**config.mk**
```make
export PLATFORM = sky130hd
export DESIGN_NAME = sat_counter
export DESIGN_NICKNAME = d
export VERILOG_FILES = /design/src/rtl/count_stream_checker_sat_counter.sv
export SDC_FILE = /design/constraint.sdc
export NUM_CORES = 1
export LEC_CHECK = 0
export ABC_AREA = 0
export CAP_MARGIN = 0
export CORE_AREA = 2 2 39 41
export DETAILED_ROUTE_END_ITERATION = 12
export DIE_AREA = 0 0 41 43
export DONT_BUFFER_PORTS = 1
export GPL_TIMING_DRIVEN = 0
export SKIP_LAST_GASP = 1
export SLEW_MARGIN = 0
export SYNTH_ARGS = -nofsm -noshare
export SYNTH_HDL_FRONTEND = slang
export SYNTH_SLANG_ARGS = --single-unit
```
**constraint.sdc**
```tcl
create_clock -name clk_i -period 1.45 [get_ports clk_i]
set_input_delay 0.145 -clock clk_i [delete_from_list [all_inputs] [get_ports clk_i]]
set_output_delay 0.145 -clock clk_i [all_outputs]
set_load 0.02 [all_outputs]
```
**src/rtl/count_stream_checker_sat_counter.sv**
```systemverilog
// Saturating up-counter with synchronous reset and clear; clear has priority over increment.
module sat_counter #(
    parameter int W = 8
) (
    input  logic         clk_i,
    input  logic         reset_i,
    input  logic         clr_i,
    input  logic         inc_i,
    output logic [W-1:0] count_o
);

    logic [W-1:0] count_q;
    logic [W-1:0] count_d;

    // Holds at all-ones instead of wrapping, so a long error burst stays visible.
    always_comb begin
        count_d = count_q;
        if (clr_i) begin
            count_d = '0;
        end else if (inc_i && (count_q != '1)) begin
            count_d = count_q + W'(1);
        end
    end

    always_ff @(posedge clk_i) begin
        if (reset_i) begin
            count_q <= '0;
        end else begin
            count_q <= count_d;
        end
    end

    assign count_o = count_q;

endmodule

```
==> summary.md, run 1 <==
| Metric | Value |
|---|---|
| Outcome | finished clean |
| Antenna violations before repair | 0 |
| Class of the tightest hold or removal check | in2reg |
| First-pass GRT wire length | 1559 µm |
| Max-slew violation count | 0 |
| Fraction of layout instances using a drive strength above 1 | 0.2500 |
| Overall fraction of global-route tracks in use | 0.1426 |
| Buf+Inv Stages, Crit Path | 0 |
| Initial DRC count | 11 |
| Critical path peak fanout | 5 |
| Global-route track usage on met2 | 0.2094 |
| Number of cells on the worst hold path | 2 |
| Grt met3 use | 0.05759 |
| Max stage delay on crit path | 410 ps |
| Min Hold Slack | 50.43 ps |
| Drt wl/cell | 14.41 µm |
| Post-synthesis sequential element count | 8 |
| Clock latency at the later pin of the worst-skew pair | 270 ps |
| Via count of the first global-routing pass | between 300 and 400 |
| Initial core utilization | 0.3146 |
| Number of antenna cells inserted | 0 |
| Clock slew at the register clock pins of the worst setup and hold paths | approximately 60 ps |
| Critical path's top delay family | simple AND/OR/NAND/NOR gates |
| Endpoint class of the critical path | register |
| Sink Count | 8 |
| Most congested layer reported by global routing | met2 |
| Total grt overflow | 0 |
| Setup-failing EPs final | 0 |
| Cell at the slowest stage of the critical path | sky130_fd_sc_hd__dfxtp_4 |
| Critical setup path kind | reg2reg |
| Overall die area | roughly 1800 µm² |
| Netlist area before placement | between 400 and 500 µm² |
| Number of port buffers | 0 |
| DRC | 0 |
| Worst endpoint required time | 1610 ps |
| Total nets after synthesis | 52 |
| Post-detailed-placement half-perimeter wirelength | approximately 640 µm |
| Fin Clk Skew | 1.447 ps |
| Critical hold path startpoint | reset_i |
| Fin crit period | about 1400 ps |
| Vias per Instance | 5.647 |
| Top library cells by usage in the layout, fill and taps aside | sky130_fd_sc_hd__nand2_1 (6), sky130_fd_sc_hd__mux2i_1 (4), sky130_fd_sc_hd__a21oi_1 (4), sky130_fd_sc_hd__dfxtp_2 (4) |
| Final Cycle Share | 0.9358 |
| H-Tree Depth | 1 |
| Die Span X | 41 µm |
| Critical register-to-register path endpoint | count_o[6] |
| Largest vdd supply drop | 0.3540 mV |
| Number of CTS-inserted buffers | 3 |
| Reg2Reg Depth | 4 |
| Most common cell after layout, fill and taps aside | sky130_fd_sc_hd__nand2_1 |
| Maximum number of pins on one net before global-route repair | 9 |
| Core occupancy in the finished layout | 0.3779 |
| Total count of hold-check failures in the final report | 0 |
| Launching point of the worst reg2reg path | count_o[0] |
| Distinct cell type count of the synthesized netlist | 21 |
| Number of flip-flops in the largest register | 8 |
| Synth Instances | 47 |
| Final net count | 59 |
| Number of max-cap violations | 0 |
| Number of warnings issued by yosys | 0 |
| Share of the yosys chip area belonging to registers | 0.3678 |
| First-pass detailed-route iteration total | 5 |
| Arrival time reported for the critical path endpoint | about 1500 ps |
| Via count | 384 |
| Die height | 43 µm |
| Total core area | 1384 µm² |
| Register-to-register setup slack | 90 ps |
| Startpoint type of the worst setup path | register |
| Crit-path cells | ha_4 > nand3_1 > or4_1 > and3_1 |
| Mean Syn Cell Area | between 9 and 10 µm² |
| Antenna Violating Nets Remaining | 0 |
| Final WL | 980 µm |
| CTS tree | done |
| Total leakage power | 0.1849 nW |
| Setup repair after global routing missed its margin | false |
| RePlAce Congestion | ~0.67 |
| Max-slew headroom at the worst pin | 0.7208 |
| Total I/O pin count | 12 |
| Syn-to-layout area delta | 20.11% |
| Power per cell area | 820.4 nW/µm² |
| Highest attainable clock frequency | between 700 and 800 MHz |
| Met1 Usage GRT | 0.1479 |
| Std cell rows | 14 |
| Clock root cell | sky130_fd_sc_hd__clkbuf_4 |
| Endpoint, Worst Hold | count_o[0] |
| Transition time of the tightest slew-check pin | roughly 420 ps |
| Clock buffer depth | 2 |
## cells in the mapped netlist
cell / number / area [µm²]
sky130_fd_sc_hd__nand2_1: 6 / 22.52
sky130_fd_sc_hd__and3b_1: 1 / 8.760
sky130_fd_sc_hd__nand4_1: 2 / 12.51
sky130_fd_sc_hd__nor2_1: 1 / 3.750
sky130_fd_sc_hd__a21boi_2: 1 / 11.26
sky130_fd_sc_hd__nor4_1: 1 / 6.260
sky130_fd_sc_hd__or4_1: 1 / 7.510
sky130_fd_sc_hd__buf_4: 1 / 7.510
sky130_fd_sc_hd__dfxtp_1: 8 / 160.2
sky130_fd_sc_hd__a21boi_1: 2 / 15.01
sky130_fd_sc_hd__mux2i_1: 4 / 40.04
sky130_fd_sc_hd__and3_1: 3 / 18.77
sky130_fd_sc_hd__ha_1: 1 / 12.51
sky130_fd_sc_hd__and4_1: 2 / 17.52
sky130_fd_sc_hd__a31oi_1: 1 / 6.260
sky130_fd_sc_hd__inv_1: 1 / 3.750
sky130_fd_sc_hd__a2111oi_4: 1 / 27.53
sky130_fd_sc_hd__a21oi_1: 4 / 20.02
sky130_fd_sc_hd__or3_1: 3 / 18.77
sky130_fd_sc_hd__nand3_1: 2 / 10.01
sky130_fd_sc_hd__o21ai_0: 1 / 5.000
## layout make-up
class	count	area, µm²
buffer	1	7.507
clock buffer	3	22.52
fill	148	860.8
inverter	1	3.754
multi-input combinational	37	276.5
sequential	8	172.7
tap	16	20.02
timing repair buffer	2	20.02
## how the worst max path moves through the flow
stage	start	endpoint	slack, ps	depth (start not counted)
after global placement	count_o[0]	count_o[6]	-20	4
after detailed placement	count_o[0]	count_o[6]	-40	4
after floorplan	count_o[0]	count_o[6]	50	4
after global routing	count_o[0]	count_o[6]	20	4
after CTS	count_o[1]	count_o[6]	7	4
final	count_o[0]	count_o[6]	90	4
## per-stage QoR
| step | area (µm²) | setup slack (ps) | setup TNS [ps] | total power [mW] | instances |
|---|---|---|---|---|---|
| global placement | 457.9 | -24.33 | -24.33 | 0.2438 | 63 |
| CTS | 508.0 | 6.739 | 0 | 0.4276 | 68 |
| global route | 523.0 | 24.39 | 0 | 0.4422 | 68 |
| floorplan | 437.9 | 48.76 | 0 | 0.2416 | 47 |
| detailed placement | 457.9 | -39.10 | -39.10 | 0.2443 | 63 |
| finish | 523.0 | 93.10 | 0 | 0.4291 | 68 |
## logic make-up after synthesis
logic type | share of synthesized area
compound gates | 0.1954
fa+ha+maj | 0.02873
simple gates | 0.2903
flops | 0.3678
buf+inv | 0.02586
mux | 0.09196
## worst reg2reg max path, stage by stage (launching register included)
cell and delay (ps):
sky130_fd_sc_hd__dfxtp_4 410, sky130_fd_sc_hd__ha_4 170, sky130_fd_sc_hd__nand3_1 100, sky130_fd_sc_hd__or4_1 400, sky130_fd_sc_hd__and3_1 180
## power by group
| part | switching (mW) | internal, mW |
|---|---|---|
| registers | 0.00577 | 0.219 |
| logic | 0.00993 | 0.0104 |
| clock network | 0.0879 | 0.0955 |
## per-layer routing
metal	up-vias	part of all wire
met4	0	0.043
met5	-	0
met1	179	0.42
met3	5	0.040
li1	190	-
met2	10	0.49
## what timing repair did
action / 4_1_cts / 5_1_grt
setup buffers: 0 / 0
gates cloned: 0 / 0
hold buffers: 2 / 0
endpoints found under the hold margin: 2 / 0
setup endpoints to repair: 2 / 3
gates resized for setup: 4 / 4
Power figures use the tool's default switching activity.
==> run 2: changes to the inputs <==
Settings changed: GPL_TIMING_DRIVEN 0 to default, HOLD_SLACK_MARGIN from default to 0.12, TNS_END_PERCENT from default to 50.
==> summary.md, run 2 (synthesis results as in run 1) <==
| Metric | Value |
|---|---|
| Initial core utilization | 0.3146 (unchanged) |
| Max-slew headroom at the worst pin | 0.7089 (-0.01183) |
| Fin Clk Skew | 1.732 ps (+0.2852 ps) |
| Final WL | 1057 µm (+7.9%) |
| Total core area | 1384 µm² (unchanged) |
| CTS tree | done |
| Top library cells by usage in the layout, fill and taps aside | sky130_fd_sc_hd__buf_4 (9), sky130_fd_sc_hd__nand2_1 (6), sky130_fd_sc_hd__dfxtp_1 (6) |
| Largest vdd supply drop | 0.2585 mV (-27%) |
| Critical path peak fanout | 5 (unchanged) |
| First-pass detailed-route iteration total | 6 (+1) |
| Endpoint class of the critical path | register |
| Clock slew at the register clock pins of the worst setup and hold paths | 60 ps (about the same) |
| Final Cycle Share | 0.9358 (about the same) |
| Number of flip-flops in the largest register | 8 (unchanged) |
| Overall die area | 1763 µm² (unchanged) |
| Post-CTS Setup Inserts | 0 (unchanged) |
| Critical path's top delay family | simple AND/OR/NAND/NOR gates |
| Min Hold Slack | 145.6 ps (+95.18 ps) |
| Fraction of layout instances using a drive strength above 1 | 0.2833 (+0.03333) |
| Number of CTS-inserted buffers | 3 (unchanged) |
| Setup TNS | 0 ps (unchanged) |
| Die height | 43 µm (unchanged) |
| Maximum number of pins on one net before global-route repair | 8 (-1) |
| Post-detailed-placement half-perimeter wirelength | 739.1 µm (+16%) |
| Fin crit period | 1357 ps (+0.03260 ps) |
| Transition time of the tightest slew-check pin | 435.0 ps (+17.68 ps) |
| Buf+Inv Stages, Crit Path | 0 (unchanged) |
| Worst endpoint required time | 1600 ps (about the same) |
| Die Span X | 41 µm (unchanged) |
| Clock buffer depth | 2 (unchanged) |
| Clock latency at the later pin of the worst-skew pair | 250 ps (-20 ps) |
| Class of the tightest hold or removal check | in2reg |
| Antenna Violating Nets Remaining | 0 (unchanged) |
| Number of port buffers | 0 (unchanged) |
| Max-slew violation count | 0 (unchanged) |
| Via count of the first global-routing pass | 391 (+11%) |
| Setup repair after global routing missed its margin | false |
| Setup-failing EPs final | 0 (unchanged) |
| Total I/O pin count | 12 (unchanged) |
| Critical setup path kind | reg2reg |
| Reg2Reg Depth | 4 (unchanged) |
| Syn-to-layout area delta | 29.31% |
| RePlAce Congestion | 0.7221 (+8.4%) |
| Std cell rows | 14 (unchanged) |
| Antenna violations before repair | 0 (unchanged) |
| DRC | 0 (unchanged) |
| Sink Count | 8 (unchanged) |
| Power per cell area | 754.2 nW/µm² (-8.1%) |
| Clock root cell | sky130_fd_sc_hd__clkbuf_4 |
| First-pass GRT wire length | 1676 µm (+7.5%) |
| Post-layout power | 0.4246 mW (-1.0%) |
| Arrival time reported for the critical path endpoint | 1500 ps (-20 ps) |
| Number of antenna cells inserted | 0 (unchanged) |
| Highest attainable clock frequency | 737.0 MHz (about the same) |
| Most common cell after layout, fill and taps aside | sky130_fd_sc_hd__buf_4 |
| Number of cells on the critical path | 4 (unchanged) |
| Total grt overflow | 0 (unchanged) |
| Via count | 431 (+12%) |
| Drt wl/cell | 13.91 µm (-3.5%) |
| Filler cell count | 143 (-3.4%) |
| Startpoint type of the worst setup path | register |
| Cell at the slowest stage of the critical path | sky130_fd_sc_hd__or4_1 |
| Total count of hold-check failures in the final report | 0 (unchanged) |
| Initial DRC count | 11 (unchanged) |
| Vias per Instance | 5.671 (+0.42%) |
| Number of max-cap violations | 0 (unchanged) |
| Outcome | finished clean |
| Overall fraction of global-route tracks in use | 0.1457 (+0.003158) |
| Total leakage power | 0.2253 nW (+22%) |
| H-Tree Depth | 1 (unchanged) |
| Number of cells on the worst hold path | 2 (unchanged) |
| Crit-path cells | ha_2 > nand3_1 > or4_1 > and3_1 |
| Final net count | 67 (+14%) |
| Max stage delay on crit path | 400 ps (about the same) |
-- run 2: changes by cell type in the layout (fill, tap and decap cells not counted) --
cell / delta
sky130_fd_sc_hd__dfxtp_2: -2
sky130_fd_sc_hd__dfxtp_1: +4
sky130_fd_sc_hd__dfxtp_4: -2
sky130_fd_sc_hd__ha_4: -1
sky130_fd_sc_hd__buf_4: +8
sky130_fd_sc_hd__ha_2: +1
-- run 2: repair_timing --
action	CTS	global route
setup endpoints to repair	0	1
hold buffers	2	0
resized for setup	0	1
endpoints found under the hold margin	5	0
-- run 2: area by class of cell --
type / count / area (µm²) / share of cell area
Inverter: 1 / 3.754 / 0.006667
Multi-Input combinational cell: 37 / 266.5 / 0.4733
Tap cell: 16 / 20.02 / 0.03556
Timing Repair Buffer: 11 / 87.58 / 0.1556
Clock buffer: 3 / 22.52 / 0.04000
Sequential cell: 8 / 162.7 / 0.2889
-- run 2: metrics by stage --
stage / instances / util / setup WS (ps) / instance area, µm²
finish: 76 / 0.4069 / 93.07 / 563.0
floorplan: 47 / - / 48.76 / 437.9
global placement: 71 / 0.3743 / 100.3 / 518.0
detailed placement: 71 / 0.3743 / 85.28 / 518.0
CTS: 76 / 0.4051 / 67.59 / 560.5
global route: 76 / 0.4069 / 31.75 / 563.0
-- run 2: power by group --
part / switching, mW / internal (mW)
logic: 0.0158 / 0.0120
clock network: 0.0786 / 0.0949
registers: 0.00118 / 0.222
-- run 2: layer usage --
layer	wire, µm	vias to the layer above	share of wire	GRT usage
li1	-	207	-	-
met1	430	201	0.41	0.1645
met2	550	19	0.52	0.2250
met3	55	4	0.052	0.05236
met4	21	0	0.020	0.08000
met5	0	-	0	0
-- run 2: path summary, 6_finish.rpt --
path	slack, ps	start	endpoint
worst max-delay path	90	count_o[1]	count_o[6]
worst min-delay path	150	inc_i	count_o[2]
worst max register to register	90	count_o[1]	count_o[6]
worst min register to register	540	count_o[4]	count_o[4]
